==> src/rtl/syn_debug_monitor.sv <==
// syn_debug_monitor: CPU run/step gating, cycle counting and debug-port state dump over a valid/ready stream
module syn_debug_monitor #(
    parameter int DmAddrBit = 10,
    parameter int DumpWords = 16
) (
    input  logic                 clk,
    input  logic                 rst_n,
    input  logic                 run_req,
    input  logic                 step_req,
    input  logic                 dump_req,
    input  logic [DmAddrBit-1:0] dm_base,
    input  logic                 cpu_halt,
    input  logic [31:0]          pc_dbg,
    input  logic [31:0]          regfile_data_dbg,
    input  logic [31:0]          datamem_data_dbg,
    output logic                 cpu_en,
    output logic [4:0]           regfile_req_dbg,
    output logic [DmAddrBit-1:0] datamem_addr_dbg,
    output logic                 out_valid,
    input  logic                 out_ready,
    output logic [31:0]          out_data,
    output logic [1:0]           out_kind,
    output logic [15:0]          out_index,
    output logic                 busy,
    output logic [31:0]          step_count
);
    typedef enum logic [2:0] {IDLE, RUN, STEP, SETUP, SEND} state_t;

    state_t               state, state_nxt;
    logic                 start;
    logic [15:0]          idx;
    logic [15:0]          nidx;
    logic [DmAddrBit-1:0] base;
    logic [DmAddrBit-1:0] mem_nxt;
    logic                 last;
    logic                 hs;

    assign nidx    = idx + 16'd1;
    assign last    = idx == 16'(32 + DumpWords);
    assign hs      = state == SEND && out_ready;
    assign mem_nxt = base + DmAddrBit'(nidx - 16'd33);
    assign busy    = state == SETUP || state == SEND;
    assign cpu_en  = (state == RUN && run_req && !cpu_halt && !dump_req) || state == STEP;

    // Next-state selection; requests arriving outside IDLE/RUN are simply dropped
    always_comb begin
        state_nxt = state;
        start     = 1'b0;
        case (state)
            IDLE: begin
                start     = dump_req;
                state_nxt = dump_req ? SETUP :
                            (step_req && !cpu_halt) ? STEP :
                            (run_req && !cpu_halt) ? RUN : IDLE;
            end
            RUN: begin
                start     = dump_req;
                state_nxt = dump_req ? SETUP : (!run_req || cpu_halt) ? IDLE : RUN;
            end
            STEP:    state_nxt = IDLE;
            SETUP:   state_nxt = SEND;
            SEND:    state_nxt = out_ready ? (last ? IDLE : SETUP) : SEND;
            default: state_nxt = IDLE;
        endcase
    end

    // State register
    always_ff @(posedge clk or negedge rst_n) begin
        if (!rst_n) state <= IDLE;
        else        state <= state_nxt;
    end

    // Executed-cycle counter, wraps naturally
    always_ff @(posedge clk or negedge rst_n) begin
        if (!rst_n)      step_count <= 32'd0;
        else if (cpu_en) step_count <= step_count + 32'd1;
    end

    // Dump datapath: item counter, debug addresses for the next item, and the registered output word
    always_ff @(posedge clk or negedge rst_n) begin
        if (!rst_n) begin
            idx              <= 16'd0;
            base             <= '0;
            regfile_req_dbg  <= 5'd0;
            datamem_addr_dbg <= '0;
            out_valid        <= 1'b0;
            out_data         <= 32'd0;
            out_kind         <= 2'd0;
            out_index        <= 16'd0;
        end else begin
            if (start) begin
                idx  <= 16'd0;
                base <= dm_base;
            end
            if (state == SETUP) begin
                out_valid <= 1'b1;
                out_data  <= idx == 16'd0 ? pc_dbg : idx <= 16'd32 ? regfile_data_dbg : datamem_data_dbg;
                out_kind  <= idx == 16'd0 ? 2'd0 : idx <= 16'd32 ? 2'd1 : 2'd2;
                out_index <= idx == 16'd0 ? 16'd0 : idx <= 16'd32 ? idx - 16'd1 : 16'(datamem_addr_dbg);
            end
            if (hs) begin
                out_valid <= 1'b0;
                if (!last) begin
                    idx <= nidx;
                    if (nidx <= 16'd32) regfile_req_dbg  <= idx[4:0];
                    else                datamem_addr_dbg <= mem_nxt;
                end
            end
        end
    end
endmodule

==> config.mk <==
export PLATFORM = sky130hd
export DESIGN_NAME = syn_debug_monitor
export DESIGN_NICKNAME = d
export VERILOG_FILES = /design/src/rtl/syn_debug_monitor.sv
export SDC_FILE = /design/constraint.sdc
export NUM_CORES = 1
export LEC_CHECK = 0
export ABC_AREA = 1
export ABC_CLOCK_PERIOD_IN_PS = 2900
export BUFFER_PORTS_ARGS = -buffer_cell sky130_fd_sc_hd__clkbuf_2
export CAP_MARGIN = 20
export CORE_MARGIN = 2
export CORE_UTILIZATION = 53
export DETAILED_ROUTE_END_ITERATION = 12
export PLACE_DENSITY = 0.82
export SLEW_MARGIN = 20
export SYNTH_ARGS = -nofsm -noshare
export SYNTH_HDL_FRONTEND = slang
export SYNTH_SLANG_ARGS = --single-unit
==> constraint.sdc <==
create_clock -name clk -period 2.9 [get_ports clk]
set_input_delay 0.435 -clock clk [delete_from_list [all_inputs] [get_ports clk]]
set_output_delay 0.435 -clock clk [all_outputs]
set_load 0.02 [all_outputs]
==> results.ini, run 1 <==
[routing]
wire_per_inst_um=15.3
vias=7023
dr.pass1.iters=5
drt_iter0_drc=648
viasPerCell=5.41
finalWirelength_mm=19.8
post-route-drc-count=0
antenna_left=0

[grt]
grtUsageMet3=0.0528
grt_first_pass_wirelength_mm=32.7
grt_max_degree=67
grt_overflow=0
antenna_found_initial=0
grt_use_met1=0.378
grt_pass1_vias=6764
grtUsageMet2=0.461
grt-busiest-layer=met2
grt_util_all_layers=0.285

[synth]
synth_compound_area_frac=0.0842
yosysSeqAreaShare=0.442
synth_seq_cells=127
netlist_area_mm2=0.00719
synthMuxAreaShare=0
synth_adder_area_share=0.0376
netlist_instances=898
synth-simple-area-share=0.312
synth_top_family_by_area=simple AND/OR/NAND/NOR gates
syn_nets=1032
synthXorXnorAreaFrac=0.0524
ys_warn_count=0
syn-mean-instance-area_um2=8.01
ys_types=39

[clock_network]
cts_num_sinks=127
h-tree-depth=4
clk_latency_ns=0.42
cts_buffers=17
cts_tree=yes
clk_pin_slew_ns=0.05
post_cts.repair.setup_buffers=0
clock_path_buffers=2
clock-root-buffer=clkbuf_16

[timing]
finalClockSkew_ns=0.00750
worst_pin_slew_ns=0.640
period_minus_slack_ns=2.69
tns_ns=0
grt_setup_unrepaired=false
fin_crit_sh=0.926
drv_slew=0
setup_violations=0
clock.fmax_mhz=372
max-slew-margin-rel=0.573
hold_viol_final=0

[cells_and_area]
diodes=0
fillerInstances=1069
final_cell_count_no_fill=1297
drive_above_1_share=0.270
final_common_cell=nand2_1
nets=1245
syn_to_final_growth_pct=24.9
mostFrequentLayoutCells=nand2_1 (295), clkbuf_2 (211), dfrtp_1 (125)

[hold_path]
hold_class=input pin to register

[floorplan]
die_h_um=121
num_rows=42
io_pins=213
die_x_um=121
coreArea_mm2=0.0132
die-area_mm2=0.0145
start_util=0.543

[placement]
dp_hpwl_mm=14.6
portBuffers=212
gp_congestion=0.936
dp.cells=1267

[pwr]
leakage_uw=0.00460
power.density_mw_per_mm2=869
vdd_drop_max_mv=0.637

[setup_path]
cp-end-kind=register
critPathArrivalTime_ns=3.04
cp-start-kind=register
crit_required_ns=3.26
critPathKind=register to register
path_max_fanout=6

[run]
maxCapViolations=0

[run_status]
outcome=finished, final reports clean

## critical path: stages (launching register included)
cell and delay (ns):
dfrtp_2 0.44, inv_2 0.09, ha_1 0.30, inv_1 0.06
ha_1 0.28, inv_1 0.04, ha_1 0.23, fa_2 0.37
nand3_1 0.09, nand2_1 0.11, nand2_1 0.08, nand2_1 0.06
a21oi_1 0.16, xnor2_1 0.14, nand3_1 0.09, nand2_1 0.08
## final cells by class
cell class	instances	area, um^2	area share
clock inverter	6	85.1	0.00947
inverter	96	362	0.0402
clock buffer	23	478	0.0532
multi-input combinational	647	3510	0.390
timing repair buffer	222	1150	0.128
tap	176	220	0.0245
sequential	127	3180	0.354
## cells by family after synthesis
logic type,Yosys count
simple gates,493
fa+ha+maj,21
buf+inv,124
flops,127
xor+xnor,43
compound gates,90
## layer usage
| metal | vias to the layer above | part of all wire |
|---|---|---|
| met3 | 59 | 0.055 |
| met1 | 3324 | 0.43 |
| met5 | - | 0 |
| met4 | 0 | 0.033 |
| met2 | 270 | 0.48 |
| li1 | 3370 | - |
## sequential cells by signal (all words and copies together) (netlist names)
name	flops
regfile_req_dbg	5
idx	16
base	10
out_data	32
state	3
datamem_addr_dbg	10
out_valid	1
out_index	16
step_count	32
out_kind	2
## worst paths after layout
path / startpoint / end / slack [ns] / cells after the start
setup / recovery: idx[0]$_DFF_PN0_ / datamem_addr_dbg[7]$_DFFE_PN0P_ / 0.21 / 15
hold / removal: dm_base[5] / base[5]$_DFFE_PN0P_ / 0.22 / 3
setup reg to reg: idx[0]$_DFF_PN0_ / datamem_addr_dbg[7]$_DFFE_PN0P_ / 0.21 / 15
hold reg to reg: out_index[13]$_DFFE_PN0N_ / out_index[13]$_DFFE_PN0N_ / 0.48 / 2
max in group asynchronous: rst_n / base[4]$_DFFE_PN0P_ / 1.63 / 3
min in group asynchronous: rst_n / step_count[20]$_DFFE_PN0P_ / 0.48 / 2
## power by group
group	internal, uW	total [uW]	switching [uW]
Clock	1310	2050	734
Combinational	1090	3200	2110
Sequential	2240	2570	326
Total	4640	7810	3170
## cell usage after synthesis
master | count | area (um^2)
nand2_1 | 295 | 1110
dfrtp_1 | 127 | 3180
inv_1 | 88 | 330
nand3_1 | 56 | 280
nor2_1 | 54 | 203
xor2_1 | 33 | 289
o21ai_0 | 28 | 140
nand4_1 | 21 | 131
ha_1 | 20 | 250
nor3_1 | 17 | 85.1
a41oi_1 | 16 | 140
o2111ai_1 | 15 | 131
clkbuf_1 | 13 | 48.8
nand2_2 | 12 | 75.1
nor2_2 | 11 | 68.8
o22ai_1 | 10 | 62.6
xnor2_1 | 10 | 87.6
a21oi_1 | 9 | 45.0
inv_2 | 7 | 26.3
nand3_2 | 6 | 60.1
nor2_4 | 6 | 67.6
buf_2 | 5 | 25.0
buf_4 | 5 | 37.5
nand2_4 | 5 | 56.3
o211ai_1 | 5 | 37.5
buf_6 | 4 | 45.0
a22o_1 | 2 | 17.5
a31oi_1 | 2 | 12.5
and3_1 | 2 | 12.5
nand3b_1 | 2 | 15.0
nor2_8 | 2 | 40.0
nor4_1 | 2 | 12.5
o21ai_1 | 2 | 10.0
buf_1 | 1 | 3.75
clkinv_2 | 1 | 5.00
fa_1 | 1 | 20.0
nor3_2 | 1 | 10.0
nor3_4 | 1 | 16.3
o41ai_1 | 1 | 8.76
## metrics by stage
step / cell area [um^2] / total power (uW) / setup WS, ns / hold WS (ns) / util
floorplan: 7190 / 4700 / 0.458 / 0.139 / -
global placement: 8400 / 5670 / 0.290 / 0.362 / 0.634
detailed placement: 8400 / 5740 / 0.174 / 0.364 / 0.634
CTS: 8970 / 7810 / 0.145 / 0.213 / 0.677
global route: 8990 / 8320 / 0.0256 / 0.224 / 0.679
finish: 8990 / 7810 / 0.215 / 0.218 / 0.679
## repair_timing
action | in CTS | in global routing
hold endpoints to repair | 24 | 0
hold buffers | 1 | 0
gates resized for setup | 0 | 6
endpoints found under the setup margin | 0 | 2
(Power assumes the default switching activity.)
==> run 2, diff against run 1 <==
- ABC_CLOCK_PERIOD_IN_PS: 2900 -> 2800
- CELL_PAD_IN_SITES_DETAIL_PLACEMENT: not set -> 1
- CELL_PAD_IN_SITES_GLOBAL_PLACEMENT: not set -> 1
- CORE_UTILIZATION: 53 -> 38
- PLACE_DENSITY: 0.82 -> not set
- PLACE_DENSITY_LB_ADDON: not set -> 0.1
- clock period: 2.9 -> 2.8 ns (I/O delays scaled with it)
==> run 2 against run 1 <==
Flip-flop and latch count is the same; routed wire length grew 23%; die area grew 38%; highest routed layer unchanged; core utilization shrank 18 points; count of clock-buffer cells in the layout shrank 6; final cell count grew 5.2%; combinational power grew 6.6%.
==> results.ini, run 2 (synthesis gave the netlist of run 1 again) <==
[run_status]
outcome=finished, final reports clean

[floorplan]
die-area_mm2=0.0200  ; +38%
io_pins=213  ; unchanged
num_rows=50  ; +19%
die_x_um=142  ; +17%
start_util=0.386  ; -0.157
die_h_um=142  ; +17%
coreArea_mm2=0.0186  ; +41%

[timing]
finalWorstSetupSlack_ns=0.159  ; -0.0560 ns
setup_violations=0  ; unchanged
drv_slew=0  ; unchanged
fin_crit_sh=0.943  ; +0.0173
period_minus_slack_ns=2.64  ; -0.0440 ns
whs_ns=0.194  ; -0.0236 ns
max-slew-margin-rel=0.552  ; -0.0212
finalClockSkew_ns=0.00967  ; +0.00217 ns
worst_pin_slew_ns=0.671  ; +0.0312 ns
grt_setup_unrepaired=true
hold_viol_final=0  ; unchanged
clock.fmax_mhz=379  ; +1.7%

[grt]
grt_util_all_layers=0.250  ; -0.0347
grt_max_degree=54  ; -19%
grt_pass1_vias=7366  ; +8.9%
antenna_found_initial=0  ; unchanged
grt_overflow=0  ; unchanged
grt_first_pass_wirelength_mm=38.9  ; +19%

[pwr]
power_switching_uw=3490  ; +10%
switching_share=0.408  ; +0.00197
power_frac_clock=0.291  ; +0.029
power_uw=8550  ; +9.4%
seqPwrFrac=0.310  ; -0.018
p_int_uw=5060  ; +9.1%
leakage_uw=0.00468  ; +1.6%
vdd_drop_max_mv=0.494  ; -22%
combPwrFrac=0.399  ; -0.010
power.density_mw_per_mm2=928  ; +6.8%

[clock_network]
clock_path_buffers=2  ; unchanged
h-tree-depth=4  ; unchanged
cts_num_sinks=127  ; unchanged
cts_tree=yes
clk_latency_ns=0.42  ; about the same
clock-root-buffer=clkbuf_16
cts_buffers=17  ; unchanged
clk_pin_slew_ns=0.06  ; about the same

[routing]
post-route-drc-count=0  ; unchanged
finalWirelength_mm=24.4  ; +23%
antenna_left=0  ; unchanged
drt_iter0_drc=251  ; -61%
viasPerCell=5.16  ; -4.7%
vias=7042  ; +0.27%
dr.pass1.iters=4  ; -1
wire_per_inst_um=17.8  ; +17%

[placement]
dp_hpwl_mm=18.8  ; +29%
preCtsSetupSlack_ns=0.0585  ; -0.116 ns
dp.cells=1331  ; +5.1%
gp_congestion=0.851  ; -9.1%
portBuffers=212  ; unchanged
dpl_cell_area_mm2=0.00851  ; +1.3%

[setup_path]
critPathArrivalTime_ns=2.95  ; -0.09 ns
critPathBufInv=2  ; -1
crit_required_ns=3.11  ; -0.15 ns
path_cells=ha_4 > nand3_2 > o21ai_0 > nand2_2 > ha_1 > inv_1 > ha_1 > a21oi_1 > o21ai_0 > a31oi_2 > inv_1 > nand2_1 > nand2_1 > nand3_1 > nand2_1
cp-start-kind=register
cp-end-kind=register
slowest_stage=dfrtp_2
crit_top_cell=nand2_1
path_max_fanout=6  ; unchanged
critPathKind=register to register
path_delay_family=adder cells
max_stage_delay_ns=0.43  ; about the same

[cells_and_area]
final_common_cell=nand2_1
diodes=0  ; unchanged
drive_above_1_share=0.283  ; +0.0126
nets=1252  ; +0.56%
final_cell_count_no_fill=1365  ; +5.2%
syn_to_final_growth_pct=28.0
fin_area_mm2=0.00921  ; +2.5%
top_regs=out_data: 32 flops, step_count: 32 flops
mostFrequentLayoutCells=nand2_1 (295), clkbuf_2 (211), dfrtp_1 (122)

[run]
maxCapViolations=0  ; unchanged

[hold_path]
hold_class=input pin to register

run 2: worst paths after layout:
| check | startpoint | to | slack [ns] | cells after the start |
|---|---|---|---|---|
| min in group asynchronous | rst_n | step_count[13]$_DFFE_PN0P_ | 0.51 | 2 |
| setup reg to reg | idx[0]$_DFF_PN0_ | datamem_addr_dbg[9]$_DFFE_PN0P_ | 0.16 | 15 |
| hold / removal | dm_base[9] | base[9]$_DFFE_PN0P_ | 0.19 | 3 |
| max in group asynchronous | rst_n | idx[1]$_DFF_PN0_ | 1.44 | 3 |
| setup / recovery | idx[0]$_DFF_PN0_ | datamem_addr_dbg[9]$_DFFE_PN0P_ | 0.16 | 15 |
| hold reg to reg | regfile_req_dbg[3]$_DFFE_PN0P_ | regfile_req_dbg[3]$_DFFE_PN0P_ | 0.48 | 2 |
run 2: worst register-to-register path, delay by kind of cell (launching register included):
kind	cells	cell delay, ns
flip-flops	1	0.43
buffers and inverters	2	0.10
adder cells (fa/ha/maj)	3	0.83
AO/OA/AOI/OAI	4	0.74
AND/OR/NAND/NOR	6	0.43
run 2: per-stage QoR:
step,setup TNS [ns],util
final,0,0.494
after global routing,-0.00777,0.494
after CTS,0,0.492
after detailed placement,0,0.456
after global placement,0,0.456
after floorplan,0,-
run 2: layout make-up:
| cell class | count | area [um^2] |
|---|---|---|
| fill | 2371 | 9440 |
| multi-input combinational | 647 | 3510 |
| sequential | 127 | 3180 |
| timing repair buffer | 229 | 1200 |
| clock buffer | 17 | 425 |
| inverter | 96 | 362 |
| tap | 234 | 293 |
| clock inverter | 15 | 231 |
run 2: what timing repair did:
action	4_1_cts	5_1_grt
resized for setup	0	9
hold endpoints to repair	50	0
setup endpoints to repair	0	3
buffers inserted	0	1
hold buffers	1	0
run 2: power groups by stage:
| stage | Sequential (uW) | Clock, uW | Combinational [uW] |
|---|---|---|---|
| after CTS | 2650 | 2530 | 3440 |
| after global placement | 2650 | 0 | 3360 |
| after global routing | 2710 | 2620 | 3810 |
| after detailed placement | 2680 | 0 | 3410 |
| after floorplan | 3080 | 0 | 1780 |
| final | 2650 | 2490 | 3410 |
run 2: layer usage:
| layer | track usage | vias to the layer above | part of all wire | wire length (um) |
|---|---|---|---|---|
| li1 | - | 3384 | - | - |
| met1 | 0.306 | 3480 | 0.43 | 10400 |
| met2 | 0.450 | 154 | 0.51 | 12500 |
| met3 | 0.0533 | 24 | 0.047 | 1150 |
| met4 | 0.0647 | 0 | 0.014 | 352 |
| met5 | 0 | - | 0 | 0 |
